**src/rtl/regfile_multiport.sv**
```systemverilog
// regfile_multiport: decode-stage general-purpose register file.
// NUM_RD combinational read ports, one write-back port, optional
// write-to-read bypass, optional hard-wired zero register, and a small
// bank of exception shadow registers with a sticky consume handshake.
module regfile_multiport #(
  parameter int DATA_W   = 32,
  parameter int ADDR_W   = 5,
  parameter int NUM_RD   = 2,
  parameter int ZERO_REG = 1,
  parameter int BYPASS   = 1,
  parameter int NUM_RM   = 2
) (
  input  logic                         clk,
  input  logic                         reset,
  input  logic [NUM_RD*ADDR_W-1:0]     rd_addr,
  output logic [NUM_RD*DATA_W-1:0]     rd_data,
  input  logic                         move_rm,
  input  logic [$clog2(NUM_RM)-1:0]    rm_sel,
  input  logic                         wr_en,
  input  logic [ADDR_W-1:0]            wr_addr,
  input  logic [DATA_W-1:0]            wr_data,
  input  logic                         exc_valid,
  input  logic [DATA_W-1:0]            exc_pc,
  input  logic [DATA_W-1:0]            exc_addr,
  input  logic                         rm_ack,
  output logic                         rm_valid,
  output logic                         rm_overflow
);

  localparam int DEPTH    = 2 ** ADDR_W;
  localparam int RM_SEL_W = $clog2(NUM_RM);

  typedef enum logic {
    IDLE = 1'b0,
    HELD = 1'b1
  } rmState_t;

  rmState_t          rmState;
  logic [DATA_W-1:0] regFile [DEPTH];
  logic [DATA_W-1:0] rmPc;
  logic [DATA_W-1:0] rmAddr;
  logic [DATA_W-1:0] rmRead;
  logic              rmValidReg;
  logic              rmOverflowReg;
  logic              writeZeroProt;
  logic              writeFire;

  // A write lands only when no exception is in MEM/WB and the target is
  // not the protected zero register.
  assign writeZeroProt = (ZERO_REG != 0) && (wr_addr == '0);
  assign writeFire     = wr_en && !exc_valid && !writeZeroProt;

  // Register storage: every entry clears on reset so reads start at zero.
  always_ff @(posedge clk or posedge reset) begin
    if (reset) begin
      for (int i = 0; i < DEPTH; i++) begin
        regFile[i] <= '0;
      end
    end else if (writeFire) begin
      regFile[wr_addr] <= wr_data;
    end
  end

  // Exception capture FSM: newest exception always overwrites the shadow
  // state; a capture while still HELD marks overflow, which stays set.
  always_ff @(posedge clk or posedge reset) begin
    if (reset) begin
      rmState       <= IDLE;
      rmPc          <= '0;
      rmAddr        <= '0;
      rmValidReg    <= 1'b0;
      rmOverflowReg <= 1'b0;
    end else begin
      case (rmState)
        IDLE: begin
          if (exc_valid) begin
            rmPc       <= exc_pc;
            rmAddr     <= exc_addr;
            rmState    <= HELD;
            rmValidReg <= 1'b1;
          end
        end
        HELD: begin
          if (exc_valid) begin
            rmPc          <= exc_pc;
            rmAddr        <= exc_addr;
            rmOverflowReg <= 1'b1;
          end else if (rm_ack) begin
            rmState    <= IDLE;
            rmValidReg <= 1'b0;
          end
        end
        default: begin
          rmState    <= IDLE;
          rmValidReg <= 1'b0;
        end
      endcase
    end
  end

  assign rm_valid    = rmValidReg;
  assign rm_overflow = rmOverflowReg;

  // Shadow register read mux; indices beyond PC/address are reserved zeros.
  always_comb begin
    rmRead = '0;
    if (rm_sel == RM_SEL_W'(0)) begin
      rmRead = rmPc;
    end else if (rm_sel == RM_SEL_W'(1)) begin
      rmRead = rmAddr;
    end
  end

  genvar gi;
  generate
    for (gi = 0; gi < NUM_RD; gi++) begin : gRead
      logic [ADDR_W-1:0] portAddr;
      logic [DATA_W-1:0] portData;
      logic              zeroProt;
      logic              bypassHit;
      logic              useRm;

      assign portAddr  = rd_addr[gi*ADDR_W +: ADDR_W];
      assign zeroProt  = (ZERO_REG != 0) && (portAddr == '0);
      assign bypassHit = (BYPASS != 0) && wr_en && !exc_valid &&
                         (wr_addr == portAddr) && !zeroProt;
      assign useRm     = (gi == 0) ? move_rm : 1'b0;

      // Per-port read: reset forces zero so a bypassed write can't leak out.
      always_comb begin
        portData = '0;
        if (reset) begin
          portData = '0;
        end else if (useRm) begin
          portData = rmRead;
        end else if (bypassHit) begin
          portData = wr_data;
        end else if (zeroProt) begin
          portData = '0;
        end else begin
          portData = regFile[portAddr];
        end
      end

      assign rd_data[gi*DATA_W +: DATA_W] = portData;
    end
  endgenerate

endmodule

```
**config.mk**
```make
export PLATFORM = sky130hd
export DESIGN_NAME = regfile_multiport
export DESIGN_NICKNAME = d
export VERILOG_FILES = /design/src/rtl/regfile_multiport.sv
export SDC_FILE = /design/constraint.sdc
export NUM_CORES = 2
export LEC_CHECK = 0
export CORE_MARGIN = 2
export CORE_UTILIZATION = 40
export DETAILED_ROUTE_END_ITERATION = 8
export PLACE_DENSITY = 0.64
export SYNTH_ARGS = -nofsm -noshare
export SYNTH_HDL_FRONTEND = slang
export SYNTH_SLANG_ARGS = --single-unit
```
**constraint.sdc**
```tcl
create_clock -name clk -period 105.5 [get_ports clk]
set_input_delay 15.825 -clock clk [delete_from_list [all_inputs] [get_ports clk]]
set_output_delay 15.825 -clock clk [all_outputs]
set_load 0.05 [all_outputs]
```
==> impl_metrics.toml <==
[worst_setup_path]
cp.required_ps = 89680
arrival_ps = 20390
cp-end-kind = "output port"
worstPathMaxFanout = 87
critPathLaunchType = "input pin"
path_class = "input pin to output port"

[global_route]
antenna_found_initial = 19
grt_pass1_wl_mm = 282
grtUsageTotal_pct = 26.4
grt_overflow = 0
grt_max_degree = 153
grt_pass1_vias = 39200

[clock_network]
post_cts_buffers = 0
clock_path_buffers = 3
htreeDepth = 3
hold_buffers = 0
clock-sinks = 1091
cts.clk_slew.worst_paths_ps = 60
ctsResizeCount = 0
clock_latency_ps = 710
numCtsBuffers = 118
cts_root_buf = "clkbuf_16"
tritoncts = "yes"

[synth]
synth_cell_types = 49
ys_top_cells_by_count = "dfrtp_1, mux2_2, mux4_2"
postSynthCellCount = 4220
async_flop_share_pct = 100
synth_seq_cells = 1091
synth_edf_count = 0
yosys_most_used_dff = "dfrtp_1"
synth_area_leaders = "dfrtp_1, mux4_2, mux2_2"
synth_area_per_cell_sq_um = 13.6
synth.most_common_cell = "dfrtp_1"
post-synth-top-area-cell = "dfrtp_1"
yosys_warnings = 0
yosysTopAreaCellShare_pct = 47.5
syn_area_sq_um = 57500
seq_area_frac_synth_pct = 47.5
synth_nets = 4338

[routing]
dr.pass1.iters = 5
first_iter_violations = 4087
wl_met1_mm = 76.9
vias = 38800
highest_layer = "met5"
antenna_left = 0
wl_met3_mm = 18.1
wl_met2_mm = 89.6
routed_via_density = 6.30
finalWirelength_mm = 194
wire_per_inst_um = 31.5
drc_errors = 0

[power]
peakVddDrop_mv = 0.0137
powerDensity_nw_per_um2 = 17.7
p_leak_nw = 28.0

[place]
dp.cells = 5927
dp_hpwl_mm = 113
place.gp.congestion = 0.834
port_buffers = 183
pre_cts_ws_ps = 69120
place_area_sq_um = 60400

[worst_hold_path]
min_path_type = "flip-flop to flip-flop"

[cells_and_area]
area_growth_pct = 12.1
final_nets = 4262
final_cells = 6153
drive_gt1_share_pct = 37.3
final_area_sq_um = 64500

[floorplanning]
core_area_sq_um = 143000
die_y_um = 383
num_rows = 139
initial_utilization_pct = 40.2
dieArea_sq_um = 147000
dieWidth_um = 383
ios = 184

[sta]
hold_viol_final = 0
slew_headroom_pct = 14.0
fin_crit_ps = 36220
tns_ps = 0
slew_viol_final = 0
fin_ws_ps = 69280
fin_crit_sh_pct = 34.3
hold_ws_ps = 398
setup_viol = 0
rsz0062_at_grt = "false"
fmax_mhz = 27.6
finalClockSkew_ps = 0.0682
tightest_slew_ps = 1290

[status]
outcome = "finished, final reports clean"

[flow_run]
drv_cap = 0
-- final cells by class --
type | count | area [sq um]
antenna | 5 | 12.5
clock buffer | 172 | 3560
clock inverter | 49 | 557
fill | 12600 | 78600
inverter | 36 | 143
multi-input combinational | 2627 | 28000
sequential | 1091 | 27300
tap | 1903 | 2380
timing repair buffer | 270 | 2540
-- flip-flops by register name, summed over array words and instances, names as in the netlist --
name,count
regFile,1024
rmAddr,32
rmPc,32
rmState,1
rm_overflow,1
rm_valid,1
-- through the flow --
stage	util (%)	power, mW
6_report	45.1	1.14
5_1_grt	45.1	1.18
4_1_cts	45.0	1.14
3_5_place_dp	42.2	0.708
3_3_place_gp	42.2	0.702
2_1_floorplan	-	0.652
-- worst max-delay path, stage by stage --
cell and delay (ps):
clkdlybuf4s50_1 530, inv_8 470, buf_4 570, buf_4 740, buf_4 710, nand2_1 130
a21oi_1 350, clkdlybuf4s50_1 880
-- final timing paths --
| kind | startpoint | to | slack [ps] | cells past startpoint |
|---|---|---|---|---|
| setup / recovery | reset | rd_data[7] | 69280 | 8 |
| hold / removal | regFile[994]$_DFFE_PP0P_ | regFile[994]$_DFFE_PP0P_ | 400 | 0 |
| setup reg to reg | rmAddr[15]$_DFFE_PP0P_ | rmAddr[15]$_DFFE_PP0P_ | 104670 | 1 |
| hold reg to reg | regFile[994]$_DFFE_PP0P_ | regFile[994]$_DFFE_PP0P_ | 400 | 0 |
| max in group asynchronous | reset | regFile[80]$_DFFE_PP0P_ | 86370 | 6 |
| min in group asynchronous | reset | regFile[897]$_DFFE_PP0P_ | 15650 | 2 |
-- cell usage in the layout, fill, tap and decap left out, types with 63 or more instances in the layout --
cell             synthesis  routed
buf_4                   51      87
a22oi_1                 64      64
clkdlybuf4s50_1          0     173
o211ai_1                63      63
mux2i_1                190     190
o21ai_0                341     341
clkbuf_16                0     120
nand2_1                472     455
dfrtp_1               1091    1091
nor2_1                  76      68
mux4_2                 512     512
mux2_2                 683     683
-- kinds of logic after synthesis --
logic type      synth area share [%]
simple gates                    4.19
mux                             37.1
compound gates                  6.80
flops                           47.5
xor+xnor                       0.150
buf+inv                         4.26
-- per-layer routing --
layer | vias up | GRT usage [%]
li1 | 15700 | -
met1 | 20600 | 35.0
met2 | 1948 | 40.8
met3 | 466 | 6.94
met4 | 18 | 11.7
met5 | - | 0
-- where the power goes --
part | leakage (nW) | switching [mW] | internal [mW]
registers | 14.4 | 0.0411 | 0.472
logic | 11.5 | 0.0915 | 0.0992
clock network | 2.05 | 0.178 | 0.260
(Power assumes the default switching activity.)
